===== config.mk =====
export PLATFORM = sky130hd
export DESIGN_NAME = camera_capture_sequencer
export DESIGN_NICKNAME = d
export VERILOG_FILES = /design/src/rtl/camera_capture_sequencer.sv
export SDC_FILE = /design/constraint.sdc
export NUM_CORES = 1
export LEC_CHECK = 0
export BUFFER_PORTS_ARGS = -buffer_cell sky130_fd_sc_hd__buf_2
export CORE_MARGIN = 1
export CORE_UTILIZATION = 65
export CTS_CLUSTER_SIZE = 8
export DETAILED_ROUTE_END_ITERATION = 7
export PLACE_DENSITY_LB_ADDON = 0.2
export REMOVE_ABC_BUFFERS = 1
export SYNTH_ARGS = -nofsm -noshare
export SYNTH_HDL_FRONTEND = slang
export SYNTH_SLANG_ARGS = --single-unit

===== constraint.sdc =====
create_clock -name clock_in -period 5.5 [get_ports clock_in]
set_input_delay 0.55 -clock clock_in [delete_from_list [all_inputs] [get_ports clock_in]]
set_output_delay 0.55 -clock clock_in [all_outputs]
set_load 0.02 [all_outputs]

===== src/rtl/camera_capture_sequencer.sv =====
// Still-capture sequencer: wake from power save, align to a frame start, gate one frame,
// launch compression and hold image-ready. All outputs are registered off the current state.
`timescale 1ns/1ps
module camera_capture_sequencer #(
  parameter int unsigned WAKE_CYCLES    = 1024,
  parameter int unsigned TIMEOUT_CYCLES = 16777215
) (
  input  logic clock_in,
  input  logic reset_n_in,
  input  logic start_capture_in,
  input  logic power_save_enable_in,
  input  logic frame_valid_in,
  input  logic compression_done_in,
  output logic sensor_clock_enable_out,
  output logic capture_enable_out,
  output logic compression_start_out,
  output logic image_ready_out,
  output logic busy_out,
  output logic error_out
);

  localparam int unsigned WakeW = (WAKE_CYCLES > 0) ? $clog2(WAKE_CYCLES + 1) : 1;
  localparam int unsigned TmoW  = $clog2(TIMEOUT_CYCLES + 1);

  typedef enum logic [2:0] {
    StIdle,
    StWake,
    StSync,
    StCapture,
    StCompress,
    StDone
  } state_e;

  state_e            state_q;
  logic              fv_q;
  logic [WakeW-1:0]  wake_cnt_q;
  logic [TmoW-1:0]   tmo_cnt_q;
  logic              sce_q;
  logic              cap_q;
  logic              comp_q;
  logic              ready_q;
  logic              busy_q;
  logic              err_q;

  logic fv_rise;
  logic fv_fall;
  logic idle_like;
  logic timed;
  logic tmo_hit;
  logic wake_last;
  logic start_ok;

  assign fv_rise   = frame_valid_in & ~fv_q;
  assign fv_fall   = ~frame_valid_in & fv_q;
  assign idle_like = (state_q == StIdle) || (state_q == StDone);
  assign timed     = (state_q == StSync) || (state_q == StCapture) || (state_q == StCompress);
  // Counter stops one short of the limit, so it can never wrap.
  assign tmo_hit   = timed && (tmo_cnt_q == TmoW'(TIMEOUT_CYCLES - 1));
  assign wake_last = (wake_cnt_q == WakeW'(WAKE_CYCLES - 1));
  assign start_ok  = start_capture_in && idle_like;

  always_ff @(posedge clock_in or negedge reset_n_in) begin
    if (!reset_n_in) begin
      state_q    <= StIdle;
      fv_q       <= 1'b0;
      wake_cnt_q <= '0;
      tmo_cnt_q  <= '0;
      sce_q      <= 1'b1;
      cap_q      <= 1'b0;
      comp_q     <= 1'b0;
      ready_q    <= 1'b0;
      busy_q     <= 1'b0;
      err_q      <= 1'b0;
    end else begin
      fv_q   <= frame_valid_in;
      sce_q  <= !(power_save_enable_in && idle_like);
      busy_q <= !idle_like;
      cap_q  <= (state_q == StCapture) && !tmo_hit;
      // The first COMPRESS cycle is the only one that still sees capture high.
      comp_q <= (state_q == StCompress) && cap_q && !tmo_hit;

      if (start_ok) begin
        ready_q <= 1'b0;
      end else if (state_q == StDone) begin
        ready_q <= 1'b1;
      end

      if (tmo_hit) begin
        err_q <= 1'b1;
      end else if (start_ok) begin
        err_q <= 1'b0;
      end

      case (state_q)
        StIdle, StDone: begin
          if (start_ok) begin
            if (power_save_enable_in && (WAKE_CYCLES != 0)) begin
              state_q    <= StWake;
              wake_cnt_q <= '0;
            end else begin
              state_q   <= StSync;
              tmo_cnt_q <= '0;
            end
          end
        end
        StWake: begin
          if (wake_last) begin
            state_q   <= StSync;
            tmo_cnt_q <= '0;
          end else begin
            wake_cnt_q <= wake_cnt_q + WakeW'(1);
          end
        end
        StSync: begin
          if (tmo_hit) begin
            state_q <= StIdle;
          end else begin
            tmo_cnt_q <= tmo_cnt_q + TmoW'(1);
            if (fv_rise) state_q <= StCapture;
          end
        end
        StCapture: begin
          if (tmo_hit) begin
            state_q <= StIdle;
          end else begin
            tmo_cnt_q <= tmo_cnt_q + TmoW'(1);
            if (fv_fall) state_q <= StCompress;
          end
        end
        StCompress: begin
          if (tmo_hit) begin
            state_q <= StIdle;
          end else begin
            tmo_cnt_q <= tmo_cnt_q + TmoW'(1);
            if (compression_done_in) state_q <= StDone;
          end
        end
        default: state_q <= StIdle;
      endcase
    end
  end

  assign sensor_clock_enable_out = sce_q;
  assign capture_enable_out      = cap_q;
  assign compression_start_out   = comp_q;
  assign image_ready_out         = ready_q;
  assign busy_out                = busy_q;
  assign error_out               = err_q;

endmodule

==> summary.txt, run 1 <==
Status
  – Status: finished, final reports clean

Worst setup path
  – Max FO, Critical Path: 40
  – CP endpoint kind: flip-flop
  – Reg2reg start: state_q[0]$_DFFE_PN0P_
  – Critical Path AT: 2.83 ns
  – CP Capture Point: tmo_cnt_q[19]$_DFFE_PN0P_
  – Worst Reg-to-Reg Cells: 6
  – Critical path type: reg2reg
  – CP startpoint: state_q[0]$_DFFE_PN0P_
  – FF-to-FF End: tmo_cnt_q[19]$_DFFE_PN0P_
  – Reg-to-reg slack, setup: ~2.9 ns
  – CP Data Required Time: ~5.7 ns
  – Worst Setup Start Kind: flip-flop

Final layout
  – Layout cell share with drive strength beyond 1: 10.7%
  – Fin nets: ~290
  – FILL cells: approximately 290
  – Synth-to-Final Area Change: 6.02%
  – Final instance area: 0.00275 mm^2
  – Diode count: 0
  – Final core occ: between 70% and 80%

Timing
  – Tmin final: about 2.6 ns
  – # setup viols final: 0
  – Pins Over Slew Limit: 0
  – Worst slew margin: roughly 28%
  – Measured slew at the worst slew-check pin: approximately 1.1 ns
  – RSZ-0062 raised after global routing: false
  – Sum of negative setup slack: 0 ns
  – Tcrit/Tclk final: a little under half
  – Hold Fails Final Rpt: 0
  – Min setup slack post-route: 2.89 ns
  – Final clock skew: between 0.005 and 0.006 ns
  – Fmax: between 300 and 400 MHz

Logic synthesis
  – Mux share of post-synthesis cell area: 2.41%
  – Post-Synth Adder-Cell Area: ~2.2%
  – Syn Inst Count: approximately 280
  – Yosys warns: 0
  – Post-synth ARST share: 100%
  – Post-synthesis share of cell area spent on xor and xnor gates: between 2 and 2.5%
  – Post-Synth Simple-Gate Area: a little over a quarter
  – Synthesized flop and latch total: 45
  – Synth Area in Compound Gates: 18.5%
  – Largest family of logic cells by synthesized area: simple AND/OR/NAND/NOR gates
  – Synth cell types: between 50 and 60
  – Post-synth EDFFs: 0
  – Syn Area/Cell: roughly 9.4 um^2
  – Top_reg_cell synth: dfrtp_1
  – Cell Area, Synth: 0.00260 mm^2
  – Sequential-to-total area share from yosys stat: 43.4%

Die
  – FP Rows: 22
  – Die Wd: between 60 and 70 um
  – Die Span Y: ~65 um
  – Full die area: 0.00425 mm^2
  – Number of top-level pins: 12
  – Initial Utilization: between 60% and 70%
  – Core ar.: between 0.003 and 0.004 mm^2

GRT
  – Initial antenna violation count: 0
  – Largest net degree at the start of global routing: 46
  – Grt ovf: 0
  – Vias in the first global route: slightly above 2000
  – First-pass GRT wire length: a little over 9000 um
  – Gr usage total: 27.9%

Clocking
  – Clock latency on the worst-skew pair: 0.30 ns
  – Num CTS Buffers: 5
  – Post-CTS Resized: 0
  – CTS tree: built
  – Setup bufs post-CTS: 0
  – Root Buffer: clkbuf_8
  – Clock Sinks: 45
  – # H-tree levels: 2
  – Clock-pin slew on the worst setup and hold paths: 0.09 ns
  – Hold_buf cts: 0
  – Clock Path Buffers: 2

Placed design
  – Place WS: about 2.9 ns
  – Final RePlAce weighted congestion: 0.865
  – Placed Area: between 0.002 and 0.003 mm^2
  – PortBufs: 11
  – Post-DP HPWL: 3460 um

Routing
  – Iteration-0 DRC Markers: ~160
  – Vias per inst: ~6.8
  – WL final: 5290 um
  – Via count: about 2200
  – Routed Antenna Nets: 0
  – Drt pass-1 iters: 4
  – # DRC: 0
  – DR WL/cell: between 15 and 20 um

Worst hold path
  – Worst Hold Class: in2reg

Flow run
  – Max cap viols: 0

Power
  – Total power per unit cell area: slightly below 400 mW/mm^2
  – Share of power burned in registers: roughly 43%
  – P_sw: between 0.4 and 0.5 mW
  – Peak supply drop: roughly 0.0003 V
  – Logic pwr share: between 30% and 40%
  – Switching share of total power: 39.8%
  – Clock share of power: 21.5%
  – Pleak: 1.11 nW
  – Tot Pwr: between 1 and 1.5 mW
  – Int Pwr: between 0.6 and 0.7 mW
==> metal layers <==
metal  share of wire [%]  track usage, %  up-vias  routed length (um)
met5                   0               0        -                   0
met4                 2.1            13.6        0                 112
met3                 3.7            5.03       14                 193
met2                  49            44.8       51                2600
met1                  45            36.1     1083                2380
li1                    -               -     1074                   -
==> final cells by class <==
type | count | area [um^2] | area share [%]
clock buffers | 7 | 96.3 | 3.50
well taps | 48 | 60.1 | 2.18
inverters | 7 | 26.3 | 0.954
clock inverters | 1 | 5.00 | 0.182
flip-flops and latches | 45 | 1130 | 40.9
multi-input cells | 208 | 1370 | 49.7
repair buffers | 13 | 70.1 | 2.54
==> power by group through the flow <==
stage / clock network (mW) / registers [mW] / logic, mW
after floorplan: 0 / 0.458 / 0.267
after detailed placement: 0 / 0.460 / 0.375
after global placement: 0 / 0.459 / 0.373
after global routing: 0.243 / 0.468 / 0.423
final: 0.229 / 0.456 / 0.377
after CTS: 0.230 / 0.455 / 0.378
==> synthesized netlist by cell type, types with 2 or more instances <==
cell	number	area (um^2)
nor3b_1	3	22.5
a41oi_1	2	17.5
o31ai_1	16	120
clkbuf_1	11	41.3
nor4_1	4	25.0
buf_1	2	7.51
nor2_1	16	60.1
nand4_1	10	62.6
nor3_1	5	25.0
and4_1	4	35.0
o21ai_0	11	55.1
and3_1	7	43.8
or4_1	17	128
nor2b_1	5	31.3
a21o_1	2	15.0
inv_1	7	26.3
mux2i_1	4	40.0
maj3_1	2	20.0
ha_1	3	37.5
nand2_1	14	52.6
or3_1	2	12.5
a31o_2	2	17.5
xnor2_1	5	43.8
mux2_2	2	22.5
a21oi_1	26	130
nand2b_1	4	25.0
buf_6	2	22.5
dfrtp_1	44	1100
o22ai_1	4	25.0
nand3_1	14	70.1
nor4b_1	5	43.8
==> state kept, by name (all words and copies together), names as in the netlist <==
| signal | cells |
|---|---|
| tmo_cnt_q | 24 |
| image_ready_out | 1 |
| compression_start_out | 1 |
| wake_cnt_q | 11 |
| sensor_clock_enable_out | 1 |
| error_out | 1 |
| busy_out | 1 |
| fv_q | 1 |
| state_q | 3 |
| capture_enable_out | 1 |
==> logic make-up after synthesis <==
family / Yosys count
AOI/OAI and AO/OA: 75
and+or+nand+nor: 116
adders and majority gates: 5
xor gates and xnor gates: 6
DFF: 45
muxes: 6
buffers and inverters: 24
==> worst min-delay path by stage <==
| stage | startpoint | end | slack, ns | depth (start not counted) |
|---|---|---|---|---|
| final | frame_valid_in | fv_q$_DFF_PN0_ | 0.38 | 1 |
| after global routing | frame_valid_in | fv_q$_DFF_PN0_ | 0.38 | 1 |
| after CTS | frame_valid_in | fv_q$_DFF_PN0_ | 0.38 | 1 |
| after detailed placement | error_out$_DFFE_PN0P_ | error_out$_DFFE_PN0P_ | 0.47 | 1 |
| after global placement | error_out$_DFFE_PN0P_ | error_out$_DFFE_PN0P_ | 0.47 | 1 |
| after floorplan | reset_n_in | busy_out$_DFF_PN0_ | 0.25 | 0 |
==> layout by cell type, fill, tap and decap left out, types with 3 or more instances in the layout <==
master	n
buf_2	11
o31ai_1	16
nor2b_1	5
o21ai_0	11
a21oi_1	26
nor4b_1	5
nand3_1	14
dfrtp_1	44
nand4_1	10
nand2b_1	4
inv_1	7
nor2_1	16
and4_1	4
o22ai_1	4
ha_1	3
clkbuf_8	7
and3_1	7
xnor2_1	5
mux2i_1	4
nand2_1	14
nor3b_1	3
or4_1	17
nor4_1	4
nor3_1	5
==> per-stage QoR <==
| stage | cells | hold slack (ns) |
|---|---|---|
| 2_1_floorplan | 260 | 0.254 |
| 3_3_place_gp | 321 | 0.466 |
| 3_5_place_dp | 321 | 0.467 |
| 4_1_cts | 329 | 0.376 |
| 5_1_grt | 329 | 0.382 |
| 6_report | 329 | 0.379 |
==> worst max-delay path, stage by stage, from the launching register on <==
cell and delay, ns:
dfrtp_1 0.63, or3b_4 0.44, nor4_4 0.40, o31ai_4 0.07
buf_4 0.26, or4_1 0.53, a21oi_1 0.19
No activity file was read; power rests on OpenSTA's default activity.
==> run 2, diff against run 1 <==
--- a/config.mk
+++ b/config.mk
@@ -5,9 +5,10 @@
 export SDC_FILE = /design/constraint.sdc
 export NUM_CORES = 1
 export LEC_CHECK = 0
+export ABC_AREA = 1
 export BUFFER_PORTS_ARGS = -buffer_cell sky130_fd_sc_hd__buf_2
 export CORE_MARGIN = 1
-export CORE_UTILIZATION = 65
+export CORE_UTILIZATION = 56
 export CTS_CLUSTER_SIZE = 8
 export DETAILED_ROUTE_END_ITERATION = 7
 export PLACE_DENSITY_LB_ADDON = 0.2
==> constraint.sdc (replaced) <==
create_clock -name clock_in -period 2.2 [get_ports clock_in]
set_input_delay 0.22 -clock clock_in [delete_from_list [all_inputs] [get_ports clock_in]]
set_output_delay 0.22 -clock clock_in [all_outputs]
set_load 0.02 [all_outputs]
==> summary.txt, run 2 <==
Placed design
  – Post-DP HPWL: 4270 um (+23%)
  – Final RePlAce weighted congestion: 0.857 (-0.97%)
  – PortBufs: 11 (unchanged)

Logic synthesis
  – Most common library cells after synthesis: nand2_1 (116), nor2_1 (56), dfrtp_1 (44), inv_1 (42), nand3_1 (35)
  – Synthesized flop and latch total: 45 (unchanged)
  – Yosys warns: 0 (unchanged)
  – Sequential-to-total area share from yosys stat: 40.5% (-2.9 points)
  – Most common cell in the netlist: nand2_1
  – Synth top area cells: dfrtp_1 (40%), nand2_1 (16%), nor2_1 (7.6%)
  – Syn Area/Cell: 7.08 um^2 (-24%)
  – Top cell type's share of synthesized area: 39.6% (-2.8 points)
  – Top_reg_cell synth: dfrtp_1
  – Largest area contributor in the netlist: dfrtp_1
  – Post-synth EDFFs: 0 (unchanged)
  – Post-synth ARST share: 100% (unchanged)
  – Cell Area, Synth: 0.00278 mm^2 (+7.2%)
  – Syn Inst Count: 393 (+42%)
  – Synth cell types: 34 (-36%)

Power
  – Pleak: 1.40 nW (+26%)
  – Peak supply drop: 0.000600 V (+95%)
  – Total power per unit cell area: 938 mW/mm^2 (+140%)

Clocking
  – Clock Path Buffers: 2 (unchanged)
  – Num CTS Buffers: 5 (unchanged)
  – Clock Sinks: 45 (unchanged)
  – CTS tree: built
  – Clock latency on the worst-skew pair: 0.30 ns (about the same)
  – Root Buffer: clkbuf_8
  – # H-tree levels: 2 (unchanged)
  – Clock-pin slew on the worst setup and hold paths: 0.08 ns (about the same)

Routing
  – WL final: 6100 um (+15%)
  – # DRC: 0 (unchanged)
  – DR WL/cell: 12.7 um (-21%)
  – Drt pass-1 iters: 4 (unchanged)
  – Routed Antenna Nets: 0 (unchanged)
  – Iteration-0 DRC Markers: 161 (-0.62%)
  – Via count: 2462 (+11%)
  – Vias per inst: 5.12 (-24%)

Worst setup path
  – CP max stage delay: 0.46 ns (-0.17 ns)
  – CP Data Required Time: 2.38 ns (-3.34 ns)
  – CP delay by family, top: simple AND/OR/NAND/NOR gates
  – CP endpoint kind: flip-flop
  – Crit path buf inv count: 2 (+1)
  – Slowest-stage cell, CP: dfrtp_1
  – Worst Setup Start Kind: flip-flop
  – CP startpoint: tmo_cnt_q[0]$_DFFE_PN0P_
  – Cell breakdown of the critical path: inv_1 > ha_1 > nand2_1 > nor2_1 > nand2_1 > nor2_1 > nand2_2 > nor2_2 > nor2_4 > inv_4 > o21ai_1
  – Critical path type: reg2reg
  – Critical Path AT: 2.18 ns (-0.65 ns)
  – Reg2reg start: tmo_cnt_q[0]$_DFFE_PN0P_
  – Max FO, Critical Path: 25 (-38%)

Timing
  – Hold Fails Final Rpt: 0 (unchanged)
  – Tmin final: 2.00 ns (-0.617 ns)
  – Fmax: 501 MHz (+31%)
  – RSZ-0062 raised after global routing: false
  – Sum of negative setup slack: 0 ns (unchanged)
  – Worst slew margin: 61.6% (+34 points)
  – Hold Slack: 0.0340 ns (-0.345 ns)
  – Final clock skew: 0.00549 ns (-0.0000386 ns)
  – Tcrit/Tclk final: 90.7% (+43 points)
  – Pins Over Slew Limit: 0 (unchanged)
  – # setup viols final: 0 (unchanged)
  – Measured slew at the worst slew-check pin: 0.573 ns (-0.502 ns)

Final layout
  – Fin nets: 422 (+46%)
  – Leading cell types in the layout, fill and taps excluded: nand2_1 (116), nor2_1 (55), dfrtp_1 (44)
  – Largest reg by FF count: tmo_cnt_q
  – Layout cell share with drive strength beyond 1: 11.6% (+0.92 points)
  – Commonest non-fill, non-tap cell in the layout: nand2_1
  – FILL cells: 424 (+47%)
  – Diode count: 0 (unchanged)
  – Max reg flops: 24 (unchanged)
  – Multi-input gate area: 0.00146 mm^2 (+6.3%)
  – Synth-to-Final Area Change: 9.93%
  – Register Area: 0.00113 mm^2 (unchanged)
  – Regs by FF count: tmo_cnt_q (24), wake_cnt_q (11), state_q (3)

GRT
  – Vias in the first global route: 2249 (+11%)
  – Grt ovf: 0 (unchanged)
  – Largest net degree at the start of global routing: 27 (-41%)
  – Initial antenna violation count: 0 (unchanged)
  – Gr usage total: 25.6% (-2.3 points)
  – First-pass GRT wire length: 10300 um (+13%)

Status
  – Status: finished, final reports clean

Worst hold path
  – Worst Hold Class: in2reg
  – Hold Path Origin: frame_valid_in

Die
  – Number of top-level pins: 12 (unchanged)
  – Full die area: 0.00526 mm^2 (+24%)
  – FP Rows: 25 (+14%)
  – Die Span Y: 72.5 um (+11%)
  – Core ar.: 0.00475 mm^2 (+27%)
  – Initial Utilization: 58.6% (-11 points)
  – Die Wd: 72.5 um (+11%)

Flow run
  – Max cap viols: 0 (unchanged)
==> run 2: layer usage <==
layer	global-route usage [%]	vias up	wire (um)
met1	37.2	1127	3080
met2	38.9	48	2730
met4	8.28	0	66
li1	-	1281	-
met3	4.31	6	222
met5	0	-	0
==> run 2: through the flow <==
step	std cells	util [%]	total power, mW	setup slack [ns]	instance area [um^2]
after floorplan	385	-	1.82	0.315	2730
after global placement	467	60.9	2.11	0.0919	2900
after detailed placement	467	60.9	2.14	-0.0172	2900
after CTS	477	63.4	2.75	0.0191	3010
after global routing	481	64.4	3.06	0.0250	3060
final	481	64.4	2.87	0.204	3060
==> run 2: path summary, 6_finish.rpt <==
path,depth (start not counted),end,slack [ns]
setup / recovery,11,tmo_cnt_q[17]$_DFFE_PN0P_,0.20
hold / removal,1,fv_q$_DFF_PN0_,0.03
setup reg to reg,11,tmo_cnt_q[17]$_DFFE_PN0P_,0.20
hold reg to reg,1,wake_cnt_q[0]$_DFFE_PN0P_,0.53
max in group asynchronous,3,sensor_clock_enable_out$_DFF_PN1_,1.08
min in group asynchronous,2,tmo_cnt_q[23]$_DFFE_PN0P_,0.39
==> run 2: where the power goes <==
group          internal [mW]  switching, mW
combinational          0.382          0.870
clock                  0.284          0.280
sequential             0.935          0.120
==> run 2: logic make-up after synthesis <==
logic type | Yosys count | synth area share, %
buffers and inverters | 52 | 8.09
and+or+nand+nor | 230 | 35.1
adders and majority gates | 3 | 1.35
AOI/OAI and AO/OA | 43 | 8.63
DFF | 45 | 40.5
xor gates and xnor gates | 20 | 6.29
==> run 2: cell type report <==
class,count,area share (%)
clock buffers,7,3.15
clock inverters,1,0.164
inverters,44,5.48
multi-input cells,297,47.5
flip-flops and latches,45,36.8
well taps,67,2.74
repair buffers,20,4.09
==> run 2: repair_timing <==
action                                 CTS  global route
pin swaps                                1             1
endpoints found under the hold margin   19             0
resized for setup                        0             4
gates cloned                             1             0
setup buffers                            0             4
hold buffers                             1             0
setup endpoints to repair               18            25
==> run 3, diff against run 2 <==
--- a/config.mk
+++ b/config.mk
@@ -5,10 +5,9 @@
 export SDC_FILE = /design/constraint.sdc
 export NUM_CORES = 1
 export LEC_CHECK = 0
-export ABC_AREA = 1
 export BUFFER_PORTS_ARGS = -buffer_cell sky130_fd_sc_hd__buf_2
 export CORE_MARGIN = 1
-export CORE_UTILIZATION = 56
+export CORE_UTILIZATION = 25
 export CTS_CLUSTER_SIZE = 8
 export DETAILED_ROUTE_END_ITERATION = 7
 export PLACE_DENSITY_LB_ADDON = 0.2
==> summary.txt, run 3 (synthesized netlist as in run 1, its figures left out) <==
Clocking
  – CTS tree: built
  – Root Buffer: clkbuf_8
  – Clock Sinks: 45 (unchanged)
  – Clock Path Buffers: 2 (unchanged)
  – # H-tree levels: 2 (unchanged)
  – Clock-pin slew on the worst setup and hold paths: 0.10 ns (+0.02 ns)
  – Num CTS Buffers: 5 (unchanged)
  – Clock latency on the worst-skew pair: 0.31 ns (about the same)

Die
  – Core ar.: 0.00991 mm^2 (+110%)
  – FP Rows: 36 (+44%)
  – Full die area: 0.0108 mm^2 (+110%)
  – Die Span Y: 104 um (+43%)
  – Initial Utilization: 26.2% (-32 points)
  – Number of top-level pins: 12 (unchanged)
  – Die Wd: 104 um (+43%)

Routing
  – Via count: 2263 (-8.1%)
  – # DRC: 0 (unchanged)
  – Routed Antenna Nets: 0 (unchanged)
  – Drt pass-1 iters: 4 (unchanged)
  – WL final: 6640 um (+8.8%)
  – Iteration-0 DRC Markers: 86 (-47%)
  – Vias per inst: 5.12 (about the same)
  – DR WL/cell: 15.0 um (+18%)

Final layout
  – Leading cell types in the layout, fill and taps excluded: dfrtp_1 (44), buf_4 (26), nor2_1 (16), a21oi_1 (16), o31ai_1 (16)
  – Regs by FF count: tmo_cnt_q (24), wake_cnt_q (11), state_q (3)
  – Diode count: 0 (unchanged)
  – Fin nets: 317 (-25%)
  – Fin cells: 442 (-8.1%)
  – Largest reg by FF count: tmo_cnt_q
  – Final instance area: 0.00318 mm^2 (+3.8%)
  – Commonest non-fill, non-tap cell in the layout: dfrtp_1
  – Layout cell share with drive strength beyond 1: 23.9% (+12 points)
  – FILL cells: 1090 (+160%)
  – Max reg flops: 24 (unchanged)
  – Synth-to-Final Area Change: 22.3%

GRT
  – Grt ovf: 0 (unchanged)
  – Initial antenna violation count: 0 (unchanged)
  – Gr usage total: 12.8% (-13 points)
  – Met2 usage: 20.2% (-19 points)
  – Largest net degree at the start of global routing: 46 (+70%)
  – GR Layer Usage met1: 18.0% (-19 points)
  – Layer with the highest usage: met2
  – Vias in the first global route: 2244 (-0.22%)
  – First-pass GRT wire length: 11200 um (+8.8%)
  – M3 GR Usage: 2.13% (-2.2 points)

Placed design
  – Place WS: 0.0541 ns (+0.0713 ns)
  – Final RePlAce weighted congestion: 0.731 (-15%)
  – Post-DP HPWL: 4490 um (+5.4%)
  – PortBufs: 11 (unchanged)
  – Placed Area: 0.00298 mm^2 (+2.8%)
  – Placed cell count: 430 (-7.9%)

Worst setup path
  – Critical Path AT: 2.48 ns (+0.30 ns)
  – Worst Setup Start Kind: flip-flop
  – CP max stage delay: 0.53 ns (+0.07 ns)
  – Slowest-stage cell, CP: or4_1
  – CP endpoint kind: flip-flop
  – Critical path type: reg2reg
  – CP delay by family, top: simple AND/OR/NAND/NOR gates
  – Crit path buf inv count: 1 (-1)
  – CP Data Required Time: 2.44 ns (+0.06 ns)
  – Cell breakdown of the critical path: or3b_4 > nor4_4 > o31ai_4 > buf_12 > or4_1 > a21oi_2
  – Max FO, Critical Path: 20 (-20%)

Power
  – Pleak: 1.27 nW (-9.2%)
  – Tot Pwr: 3.05 mW (+6.2%)
  – Total power per unit cell area: 959 mW/mm^2 (+2.3%)
  – Peak supply drop: 0.000510 V (-15%)

Timing
  – Final clock skew: 0.0150 ns (+0.00954 ns)
  – Fmax: 446 MHz (-11%)
  – Worst slew margin: 60.8% (-0.86 points)
  – Hold Fails Final Rpt: 16 (+16)
  – Tmin final: 2.24 ns (+0.244 ns)
  – Min setup slack post-route: -0.0406 ns (-0.244 ns)
  – Measured slew at the worst slew-check pin: 0.588 ns (+0.0151 ns)
  – # setup viols final: 14 (+14)
  – Hold Slack: -0.0157 ns (-0.0497 ns)
  – Tcrit/Tclk final: 102% (+11 points)
  – Pins Over Slew Limit: 0 (unchanged)
  – RSZ-0062 raised after global routing: true

Worst hold path
  – Worst Hold Class: in2async

Status
  – Status: finished, violations left
  – Violated checks: negative hold slack, negative setup slack

Flow run
  – Max cap viols: 0 (unchanged)
-- run 3: worst register-to-register path, delay by kind of cell (launching register included) --
kind / cells / cell delay, ns
AND/OR/NAND/NOR: 3 / 1.31
AO/OA/AOI/OAI: 2 / 0.29
flip-flops: 1 / 0.42
buffers and inverters: 1 / 0.17
-- run 3: metal layers --
| metal | vias to the layer above | share of wire (%) | wire length [um] |
|---|---|---|---|
| met3 | 7 | 2.9 | 190 |
| met5 | - | 0 | 0 |
| met4 | 0 | 1.1 | 73 |
| li1 | 1124 | - | - |
| met1 | 1104 | 51 | 3360 |
| met2 | 28 | 45 | 3010 |
-- run 3: final cells by class --
cell class / instances / area [um^2] / share of cell area (%)
sequential: 45 / 1130 / 35.5
clock inverter: 3 / 21.3 / 0.670
inverter: 7 / 26.3 / 0.827
tap: 133 / 166 / 5.24
timing repair buffer: 41 / 335 / 10.6
clock buffer: 5 / 68.8 / 2.17
multi-input combinational: 208 / 1430 / 45.1
-- run 3: worst paths after layout --
check | slack (ns) | cells after the start | to | from
max in group asynchronous | 1.79 | 2 | tmo_cnt_q[20]$_DFFE_PN0P_ | reset_n_in
max reg2reg | -0.04 | 6 | tmo_cnt_q[13]$_DFFE_PN0P_ | state_q[0]$_DFFE_PN0P_
min in group clock_in | 0.05 | 1 | fv_q$_DFF_PN0_ | frame_valid_in
min | -0.02 | 2 | tmo_cnt_q[4]$_DFFE_PN0P_ | reset_n_in
min reg2reg | 0.49 | 1 | error_out$_DFFE_PN0P_ | error_out$_DFFE_PN0P_
max | -0.04 | 6 | tmo_cnt_q[13]$_DFFE_PN0P_ | state_q[0]$_DFFE_PN0P_
-- run 3: report_power, final --
group	leakage [nW]	switching (mW)	internal, mW
clock	0.0445	0.317	0.226
sequential	0.608	0.108	0.952
combinational	0.621	0.812	0.633
total	1.27	1.24	1.81
-- run 3: per-stage QoR --
step / setup TNS [ns] / hold slack [ns] / util [%]
2_1_floorplan: -13.23 / -0.0756 / -
3_3_place_gp: 0 / 0.357 / 30.0
3_5_place_dp: 0 / 0.363 / 30.0
4_1_cts: 0 / 0.0223 / 30.9
5_1_grt: -1.48 / 0.0399 / 32.1
6_report: -0.300 / -0.0157 / 32.1
-- run 3: timing repair --
item,in CTS,in global routing
resized for setup,0,16
hold buffers,0,0
setup endpoints to repair,0,16
setup buffers,0,3
